`src/rtl/y86_pkg.sv`:
```
// y86_pkg: shared ALU opcodes and condition-code bit indices for the Y86-64 execute stage
//   ALU_ADD/SUB/AND/XOR : 2-bit ALU control encodings
//   CC_ZF/CC_SF/CC_OF   : bit positions inside the 3-bit condition-code vector
package y86_pkg;
    localparam logic [1:0] ALU_ADD = 2'b00;
    localparam logic [1:0] ALU_SUB = 2'b01;
    localparam logic [1:0] ALU_AND = 2'b10;
    localparam logic [1:0] ALU_XOR = 2'b11;
    localparam int CC_ZF = 2;
    localparam int CC_SF = 1;
    localparam int CC_OF = 0;
endpackage

```
`src/rtl/y86_alu_adder.sv`:
```
// y86_alu_adder: WIDTH-bit two's complement adder with signed overflow
//   x, y : addends (y is ~b for subtract)
//   cin  : carry in (1 for subtract)
//   sum  : x + y + cin modulo 2^WIDTH, carry-out discarded
//   ovf  : signed overflow of the addition
module y86_alu_adder #(
    parameter int WIDTH = 64
) (
    input  logic [WIDTH-1:0] x,
    input  logic [WIDTH-1:0] y,
    input  logic             cin,
    output logic [WIDTH-1:0] sum,
    output logic             ovf
);
    assign sum = x + y + {{(WIDTH-1){1'b0}}, cin};
    // overflow when both addends share a sign that the sum does not
    assign ovf = (x[WIDTH-1] == y[WIDTH-1]) && (sum[WIDTH-1] != x[WIDTH-1]);
endmodule

```
`src/rtl/y86_alu.sv`:
```
// y86_alu: Y86-64 ALU with registered result/overflow and ZF/SF/OF condition codes
//   clk, rst_n        : clock, asynchronous active-low reset
//   in_valid, control : start an operation, opcode (add/sub/and/xor)
//   a, b              : signed operands
//   set_cc            : with in_valid, load ZF/SF/OF from this result
//   ans, overflow     : registered result and its signed overflow
//   out_valid         : ans/overflow updated on the last edge
//   zf, sf, of        : condition-code register
module y86_alu
    import y86_pkg::*;
#(
    parameter int WIDTH = 64
) (
    input  logic             clk,
    input  logic             rst_n,
    input  logic             in_valid,
    input  logic [1:0]       control,
    input  logic [WIDTH-1:0] a,
    input  logic [WIDTH-1:0] b,
    input  logic             set_cc,
    output logic [WIDTH-1:0] ans,
    output logic             overflow,
    output logic             out_valid,
    output logic             zf,
    output logic             sf,
    output logic             of
);
    logic             sub;
    logic [WIDTH-1:0] sum;
    logic [WIDTH-1:0] res;
    logic             ovf;
    logic             res_ovf;
    logic [2:0]       cc;

    // subtract reuses the adder as a + ~b + 1
    assign sub = control == ALU_SUB;

    y86_alu_adder #(.WIDTH(WIDTH)) u_adder (
        .x   (a),
        .y   (sub ? ~b : b),
        .cin (sub),
        .sum (sum),
        .ovf (ovf)
    );

    always_comb begin
        res     = control == ALU_AND ? a & b : control == ALU_XOR ? a ^ b : sum;
        res_ovf = (control == ALU_ADD || control == ALU_SUB) ? ovf : 1'b0;
    end

    always_ff @(posedge clk or negedge rst_n) begin
        if (!rst_n) begin
            ans       <= '0;
            overflow  <= 1'b0;
            out_valid <= 1'b0;
            cc        <= 3'b0;
            cc[CC_ZF] <= 1'b1;
        end else begin
            out_valid <= in_valid;
            if (in_valid) begin
                ans      <= res;
                overflow <= res_ovf;
            end
            if (in_valid && set_cc) begin
                cc[CC_ZF] <= res == '0;
                cc[CC_SF] <= res[WIDTH-1];
                cc[CC_OF] <= res_ovf;
            end
        end
    end

    assign zf = cc[CC_ZF];
    assign sf = cc[CC_SF];
    assign of = cc[CC_OF];
endmodule

```
`config.mk`:
```
export PLATFORM = sky130hd
export DESIGN_NAME = y86_alu
export DESIGN_NICKNAME = d
export VERILOG_FILES = /design/src/rtl/y86_pkg.sv /design/src/rtl/y86_alu_adder.sv /design/src/rtl/y86_alu.sv
export SDC_FILE = /design/constraint.sdc
export NUM_CORES = 1
export LEC_CHECK = 0
export ABC_AREA = 1
export BUFFER_PORTS_ARGS = -buffer_cell sky130_fd_sc_hd__buf_2
export CAP_MARGIN = 20
export CORE_MARGIN = 8
export CORE_UTILIZATION = 59
export CTS_CLUSTER_SIZE = 24
export DETAILED_ROUTE_END_ITERATION = 6
export PLACE_DENSITY = 0.87
export SYNTH_ARGS = -nofsm -noshare
export SYNTH_HDL_FRONTEND = slang
export SYNTH_SLANG_ARGS = --single-unit
```
`constraint.sdc`:
```
create_clock -name clk -period 0.8 [get_ports clk]
set_input_delay 0.08 -clock clk [delete_from_list [all_inputs] [get_ports clk]]
set_output_delay 0.08 -clock clk [all_outputs]
set_load 0.02 [all_outputs]
```
==> summary.md, run 1 <==
| Metric | Value |
|---|---|
| Status | `aborted with a tool error` |
| Stopped at | `global routing (5_1_grt)` |
| Run Error | `[ERROR GRT-0116] Global routing finished with congestion. Check the congestion regions in the DRC Viewer.` |
| Die Ht | `roughly 150 um` |
| Synth cell types | `36` |
| CTS buffer count | `9` |
| Yosys Warn Count | `0` |
| Worst-case clock buffer depth | `2` |
| Initial Util | `around 60%` |
| CTS H-tree lvls | `3` |
| Sink Count | `69` |
| Vias in the first global route | `21.5k` |
| Dominant synthesized flop cell | `dfrtp_1` |
| IO Pins | `203` |
| Async S/R FF share, synth | `100%` |
| Seq/Total Area, Yosys | `roughly 15%` |
| Mean Syn Cell Area | `5.69 um^2` |
| Port Buffer Count | `202` |
| Syn Nets | `between 2k and 2.5k` |
| Number of synthesized register bits | `69` |
| Routability cong. | `between 1 and 1.5` |
| Grt total ovfl | `5` |
| First-pass GRT wire length | `between 100 and 150 mm` |
| Total track usage | `74.5%` |
| Netlist Area Pre-Place | `~11,000 um^2` |
| Post-DP HPWL | `between 40 and 50 mm` |
| Largest net degree at the start of global routing | `60` |
| Row cnt | `50` |
| EDFF count, synth | `0` |
| Cell count after synthesis | `between 1.5k and 2k` |
| Die W | `roughly 150 um` |
| Clock root buffer | `clkbuf_16` |
==> metal layers <==
layer	track usage, %	overflow
met4	67.8	0
met1	72.8	2
met3	69.2	0
met2	86.2	3
met5	47.3	0
==> stage by stage <==
step           setup WS (ns)  TNS, ns  util [%]  cells  instance area (um^2)
2_1_floorplan          -1.70   -82.85         -   1987                 11700
4_1_cts                -1.99  -113.93      93.6   2822                 17600
3_5_place_dp           -2.54  -130.87      84.5   2777                 15900
3_3_place_gp           -2.48  -124.84      84.5   2777                 15900
==> cells in the mapped netlist, types with 2 or more instances <==
master / n / area, um^2
o21ai_0: 54 / 270
o211ai_1: 9 / 67.6
xor2_1: 4 / 35.0
nand3b_1: 8 / 60.1
nand2_2: 4 / 25.0
o21bai_1: 16 / 120
nor2_1: 172 / 646
a22o_1: 45 / 394
nor3_1: 15 / 75.1
xnor2_1: 67 / 587
or2_2: 3 / 18.8
a21oi_1: 59 / 295
a31oi_1: 24 / 150
nand4_1: 23 / 144
nor3b_1: 2 / 15.0
dfrtp_1: 68 / 1700
inv_1: 385 / 1450
nand3_1: 108 / 541
nor4_1: 3 / 18.8
inv_2: 2 / 7.51
buf_1: 14 / 52.6
nand2_1: 733 / 2750
buf_2: 4 / 20.0
ha_1: 133 / 1660
clkbuf_1: 21 / 78.8
==> logic make-up after synthesis <==
group | count (synthesis) | share of synthesized area (%)
flops | 69 | 15.3
simple gates | 1073 | 38.1
fa+ha+maj | 134 | 14.9
buf+inv | 428 | 14.3
compound gates | 212 | 11.9
xor+xnor | 71 | 5.50
==> repair_timing <==
item | in CTS
pin swaps | 62
hold buffers | 1
hold endpoints to repair | 68
gates resized for setup | 317
buffers inserted | 27
gates cloned | 2
endpoints found under the setup margin | 137
==> run 2: changes to the inputs <==
CORE_UTILIZATION = 40   (was 59)
CTS_CLUSTER_SIZE = not set   (was 24)
PLACE_DENSITY = not set   (was 0.87)
PLACE_DENSITY_LB_ADDON = 0.15   (was not set)
==> run 2 against run 1 <==
The flow now finishes, with violations (setup timing). Synthesized cell count unchanged. Synthesized area unchanged.
==> summary.md, run 2 <==
| Metric | Value |
|---|---|
| CTS H-tree lvls | `3 (unchanged)` |
| Largest net degree at the start of global routing | `61` |
| DR DRC count | `0` |
| Final Power | `a little over 30 mW` |
| CP Class | `in -> reg` |
| Grt total ovfl | `0` |
| Dominant synthesized flop cell | `dfrtp_1` |
| Vias per inst | `5.32` |
| Routability cong. | `0.974 (-10%)` |
| TritonRoute pass-1 iters | `6` |
| Die Ht | `184 um (+19%)` |
| Routed Wire Length | `60.4 mm` |
| Worst-case clock buffer depth | `2 (unchanged)` |
| CORE AREA | `27,800 um^2` |
| Clock Pin Slew Worst Setup and Hold Paths | `about 0.05 ns` |
| Largest registers | `ans x64, cc x3` |
| Count leader, synth | `nand2_1` |
| Drt wl/cell | `19.5 um` |
| Hold Fails Final Rpt | `0` |
| Async S/R FF share, synth | `100% (unchanged)` |
| Leakage dissipation | `11.7 nW` |
| Nets | `2,979` |
| Ranking of synthesized cells by area | `nand2_1 (24%), dfrtp_1 (15%), ha_1 (15%), inv_1 (13%), nor2_1 (5.7%)` |
| Pwr per Cell Area | `1430 nW/um^2` |
| Relative slew slack | `~66%` |
| Final ANT Viol Nets | `0` |
| Synth cell types | `36 (unchanged)` |
| Sink Count | `69 (unchanged)` |
| Min Tclk post-route | `about 2.8 ns` |
| Top cells by count, synth | `nand2_1 (733), inv_1 (385), nor2_1 (172)` |
| CTS buffer count | `9 (unchanged)` |
| Layout cell share with drive strength beyond 1 | `a little over half` |
| Maxcap violations | `0` |
| FILL cells | `between 2k and 2.5k` |
| Max reg flops | `64` |
| Period utilization | `354%` |
| VDD IR max | `about 1100 uV` |
| Failing checks | `setup timing` |
| IO Pins | `203 (unchanged)` |
| Area Growth Syn to Fin | `89.4%` |
| EDFF count, synth | `0 (unchanged)` |
| Biggest register | `ans` |
| RSZ-0062 raised after global routing | `yes` |
| Commonest non-fill, non-tap cell in the layout | `buf_4` |
| Clock skew | `0 ns` |
| Mean Syn Cell Area | `5.69 um^2 (unchanged)` |
| Status | `complete, but fails checks` |
| Cell count after synthesis | `1,987 (unchanged)` |
| Clock root buffer | `clkbuf_16` |
| Seq/Total Area, Yosys | `15.3% (unchanged)` |
| Final setup violation count | `about 140` |
| CP Max Fanout | `6` |
| Worst hold-check path type | `in -> reg` |
| Flop2flop setup slack | `0.05 ns` |
| Hold WS | `0.101 ns` |
| Number of DRC markers in iteration 0 | `~1.6k` |
| Tightest Pin Transition | `about 0.51 ns` |
| Pre-CTS WS | `-2.49 ns (+0.0498 ns)` |
| CTS tree | `built` |
| Sum of negative setup slack | `-120.82 ns` |
| Top cell type's share of synthesized area | `24.3% (unchanged)` |
| Number of synthesized register bits | `69 (unchanged)` |
| CP Data Arrival Time | `3.10 ns` |
| Vias in the first global route | `roughly 15k` |
| Die ar. | `approximately 34,000 um^2` |
| Worst Path Required | `1.07 ns` |
| Netlist Area Pre-Place | `11,300 um^2 (unchanged)` |
| Row cnt | `61 (+22%)` |
| Die W | `184 um (+19%)` |
| Setup WS post-layout | `-2.03 ns` |
| Yosys Warn Count | `0 (unchanged)` |
| Largest area contributor in the netlist | `nand2_1` |
| Crit end category | `flop` |
| Antenna violations before repair | `0` |
| Vias | `roughly 16k` |
| Most frequent cells in the layout | `buf_4 (453), nand2_1 (429), inv_1 (303)` |
| Syn Nets | `2,255 (unchanged)` |
| Fin. max-slew vios | `0` |
| Port Buffer Count | `202 (unchanged)` |
| Total track usage | `between 30% and 40%` |
| Latest clock arrival within the worst-skew pair | `around 0.32 ns` |
| Initial Util | `40.7% (-20 points)` |
| Post-DP HPWL | `44.5 mm (+5.1%)` |
| Max frequency | `about 350 MHz` |
| First-pass GRT wire length | `around 81 mm` |
| Worst setup SP type | `input port` |
[run 2: cell counts after synthesis]
No cell type changed its count.
[run 2: layout make-up]
cell class                 count  area (um^2)  area share, %
multi-input combinational   1491        11600           54.3
timing repair buffer         752         5840           27.3
sequential                    69         1730           8.06
inverter                     388         1470           6.84
tap                          378          473           2.21
clock buffer                  11          243           1.13
clock inverter                 4         48.8          0.228
antenna                        1         2.50         0.0117
[run 2: path summary, 6_finish.rpt]
check,from,to,cells past startpoint
hold reg to reg,ans[8]$_DFFE_PN0P_,ans[8]$_DFFE_PN0P_,2
setup reg to reg,ans[62]$_DFFE_PN0P_,ans[62]$_DFFE_PN0P_,2
max in group asynchronous,rst_n,ans[10]$_DFFE_PN0P_,3
min in group asynchronous,rst_n,ans[42]$_DFFE_PN0P_,2
hold / removal,set_cc,cc[2]$_DFFE_PN1P_,4
setup / recovery,control[1],cc[2]$_DFFE_PN1P_,22
[run 2: critical path: stages]
cell	delay [ns]
buf_8	0.11
inv_8	0.06
nand2_8	0.11
buf_12	0.18
xnor2_1	0.14
ha_1	0.35
nand2_2	0.13
buf_4	0.18
nor2_4	0.19
nand2_2	0.11
inv_1	0.10
nand2_2	0.08
nand2_4	0.10
xnor2_2	0.12
o211ai_1	0.25
inv_1	0.17
nand2_1	0.08
nor2_2	0.10
nand3_2	0.13
nor2_4	0.15
nand4_1	0.10
nand2_1	0.07
[run 2: cells by family (layout without fill, tap and decap cells)]
family / after synthesis / after routing / synth area share, %
other: 0 / 1 / 0
adders and majority gates: 134 / 134 / 14.9
xor gates and xnor gates: 71 / 71 / 5.50
and+or+nand+nor: 1073 / 1074 / 38.1
DFF: 69 / 69 / 15.3
AOI/OAI and AO/OA: 212 / 212 / 11.9
buffers and inverters: 428 / 1155 / 14.3
[run 2: repair_timing]
item,CTS,global route
setup buffers,36,42
gates cloned,5,2
setup endpoints to repair,137,137
hold endpoints to repair,44,0
pin swaps,96,255
hold buffers,1,0
resized for setup,283,691
[run 2: power by group]
part | total (mW) | switching, mW | internal, mW
Clock | 3.90 | 1.43 | 2.47
Combinational | 22.3 | 12.4 | 9.81
Sequential | 4.47 | 0.378 | 4.09
Total | 30.6 | 14.3 | 16.4
[run 2: stage by stage]
step / instances / area [um^2] / util (%)
after floorplan: 1987 / 11700 / -
after global placement: 2997 / 16600 / 59.9
after detailed placement: 2997 / 16600 / 59.9
after CTS: 3053 / 18300 / 65.9
after global routing: 3093 / 21400 / 77.1
final: 3094 / 21400 / 77.1
[run 2: routing by layer]
| layer | track usage, % | vias up | part of all wire, % |
|---|---|---|---|
| li1 | - | 7667 | - |
| met1 | 44.4 | 7703 | 42 |
| met2 | 48.3 | 868 | 44 |
| met3 | 3.70 | 217 | 9.7 |
| met4 | 7.32 | 0 | 4.3 |
| met5 | 0 | - | 0 |
(Power assumes the default switching activity.)
==> run 3: changes to the inputs <==
SKIP_CTS_REPAIR_TIMING = 1   (was not set)
==> run 3 against run 2 <==
Flip-flop and latch count stayed put. Count of clock-buffer cells in the layout stayed put. Die area stayed put. The flow still finishes with violations (setup timing). Routed wire length is 1.6% higher.
==> summary.md, run 3 (synthesis gave the netlist of run 2 again) <==
| Metric | Value |
|---|---|
| Flop2flop setup slack | `-0.08 ns (-0.13 ns)` |
| CTS tree | `built` |
| Pre-CTS WS | `-2.49 ns (unchanged)` |
| Dpl cells | `2,997 (unchanged)` |
| CTS H-tree lvls | `3 (unchanged)` |
| Worst Path Required | `1.07 ns (about the same)` |
| Tightest Pin Transition | `0.626 ns (+0.111 ns)` |
| Hold Fails Final Rpt | `0 (unchanged)` |
| Antenna violations before repair | `1 (+1)` |
| Routed Wire Length | `61.3 mm (+1.6%)` |
| CP Max Fanout | `6 (unchanged)` |
| Largest net degree at the start of global routing | `61 (unchanged)` |
| Top cell by count, worst path | `nand2_2` |
| Setup WS post-layout | `-2.09 ns (-0.0562 ns)` |
| Die ar. | `33,900 um^2 (unchanged)` |
| Multi-input gate area | `11,400 um^2 (-2.2%)` |
| CP Class | `in -> reg` |
| Final ANT Viol Nets | `0 (unchanged)` |
| Final setup violation count | `137 (unchanged)` |
| Row cnt | `61 (unchanged)` |
| Clock skew | `0 ns (unchanged)` |
| Nets | `3,018 (+1.3%)` |
| Total track usage | `29.4% (-1.5 points)` |
| Leakage dissipation | `11.8 nW (+1.0%)` |
| Sw frac | `45.4% (-1.1 points)` |
| DR DRC count | `0 (unchanged)` |
| CP Data Arrival Time | `3.16 ns (+0.06 ns)` |
| Int Power | `17.4 mW (+6.6%)` |
| Fin. max-slew vios | `0 (unchanged)` |
| Drt wl/cell | `19.6 um (+0.35%)` |
| Biggest register | `ans` |
| Worst-case clock buffer depth | `2 (unchanged)` |
| Routability cong. | `0.974 (unchanged)` |
| Switching pwr | `14.5 mW (+1.9%)` |
| Final Util | `79.1% (+1.9 points)` |
| Slowest CP cell | `ha_1` |
| Post-DP HPWL | `44.5 mm (unchanged)` |
| FILL cells | `1,934 (-6.8%)` |
| Dpl cell area | `16,600 um^2 (unchanged)` |
| Initial Util | `40.7% (unchanged)` |
| Failing checks | `setup timing` |
| Most frequent cells in the layout | `buf_4 (455), nand2_1 (442), inv_1 (299)` |
| Die W | `184 um (unchanged)` |
| Pwr per Cell Area | `1460 nW/um^2 (+1.8%)` |
| Worst setup SP type | `input port` |
| Final Power | `32.0 mW (+4.4%)` |
| Flop pwr share | `14.4% (-0.2 points)` |
| Crit end category | `flop` |
| Period utilization | `361% (+7.0 points)` |
| Min Tclk post-route | `2.89 ns (+0.0562 ns)` |
| Number of DRC markers in iteration 0 | `1,698 (+5.1%)` |
| Status | `complete, but fails checks` |
| Sink Count | `69 (unchanged)` |
| Die Ht | `184 um (unchanged)` |
| Port Buffer Count | `202 (unchanged)` |
| Maxcap violations | `0 (unchanged)` |
| Area Growth Syn to Fin | `94.2%` |
| Clock power frac | `12.3% (-0.4 points)` |
| Vias | `16.7k (+1.4%)` |
| Grt total ovfl | `0 (unchanged)` |
| Vias per inst | `5.33 (+0.16%)` |
| First-pass GRT wire length | `77.6 mm (-4.7%)` |
| Commonest non-fill, non-tap cell in the layout | `buf_4` |
| CTS buffer count | `9 (unchanged)` |
| Crit-path max cell delay | `0.33 ns (-0.02 ns)` |
| Worst hold-check path type | `in -> reg` |
| Max frequency | `346 MHz (-1.9%)` |
| Largest registers | `ans x64, cc x3` |
| Layout cell share with drive strength beyond 1 | `54.7% (about the same)` |
| Max reg flops | `64 (unchanged)` |
| VDD IR max | `1200 uV (+11%)` |
| Crit path buf inv count | `7 (+1)` |
| Finished Layout Cells | `3,133 (+1.3%)` |
| Finished Cell Area | `22,000 um^2 (+2.5%)` |
| RSZ-0062 raised after global routing | `yes` |
| Power share of the combinational group | `73.3% (+0.6 points)` |
| Hold WS | `0.115 ns (+0.0144 ns)` |
| IO Pins | `203 (unchanged)` |
| Register cell area after layout | `1730 um^2 (unchanged)` |
| Vias in the first global route | `14.1k (-5.2%)` |
| Clock Pin Slew Worst Setup and Hold Paths | `0.05 ns (about the same)` |
| Clock root buffer | `clkbuf_16` |
| Delay-heaviest family, CP | `simple AND/OR/NAND/NOR gates` |
| TritonRoute pass-1 iters | `5 (-1)` |
| Relative slew slack | `58.1% (-7.4 points)` |
| Latest clock arrival within the worst-skew pair | `0.33 ns (about the same)` |
| Sum of negative setup slack | `-115.97 ns (+4.85 ns)` |
| CORE AREA | `27,800 um^2 (unchanged)` |
[run 3: cell count changes in the layout (fill, tap and decap cells not counted), sizes merged]
cell	previous run	this run
buf	749	785
clkbuf	13	16
clkinv	3	4
inv	388	387
[run 3: area by class of cell]
| type | count | share of cell area (%) |
|---|---|---|
| clock inverter | 4 | 0.222 |
| timing repair buffer | 791 | 30.2 |
| antenna | 1 | 0.0114 |
| sequential | 69 | 7.86 |
| inverter | 388 | 6.72 |
| multi-input combinational | 1491 | 51.8 |
| clock buffer | 11 | 1.10 |
| tap | 378 | 2.15 |
[run 3: path summary, 6_finish.rpt]
| path | from | cells after the start | endpoint |
|---|---|---|---|
| max | control[1] | 27 | cc[2]$_DFFE_PN1P_ |
| min | set_cc | 4 | cc[2]$_DFFE_PN1P_ |
| max reg2reg | ans[17]$_DFFE_PN0P_ | 3 | ans[17]$_DFFE_PN0P_ |
| min reg2reg | cc[2]$_DFFE_PN1P_ | 2 | cc[2]$_DFFE_PN1P_ |
| max in group asynchronous | rst_n | 3 | ans[5]$_DFFE_PN0P_ |
| min in group asynchronous | rst_n | 2 | ans[42]$_DFFE_PN0P_ |
[run 3: per-layer routing]
| metal | track usage (%) | vias up | wire [um] |
|---|---|---|---|
| li1 | - | 7749 | - |
| met4 | 7.16 | 0 | 2490 |
| met5 | 0 | - | 0 |
| met2 | 44.6 | 920 | 27300 |
| met3 | 2.32 | 189 | 5750 |
| met1 | 44.0 | 7831 | 25800 |
[run 3: worst reg2reg max path: stages (launching register included)]
cell	delay, ns
dfrtp_1	0.40
buf_4	0.14
nor2_1	0.12
a31oi_1	0.08
[run 3: power by group through the flow]
stage          combinational (mW)  sequential, mW  clock, mW
2_1_floorplan                7.18            5.19          0
3_3_place_gp                 15.7            4.45          0
3_5_place_dp                 15.8            4.46          0
4_1_cts                      15.8            4.42       3.93
5_1_grt                      24.7            4.65       4.11
6_report                     23.4            4.60       3.94
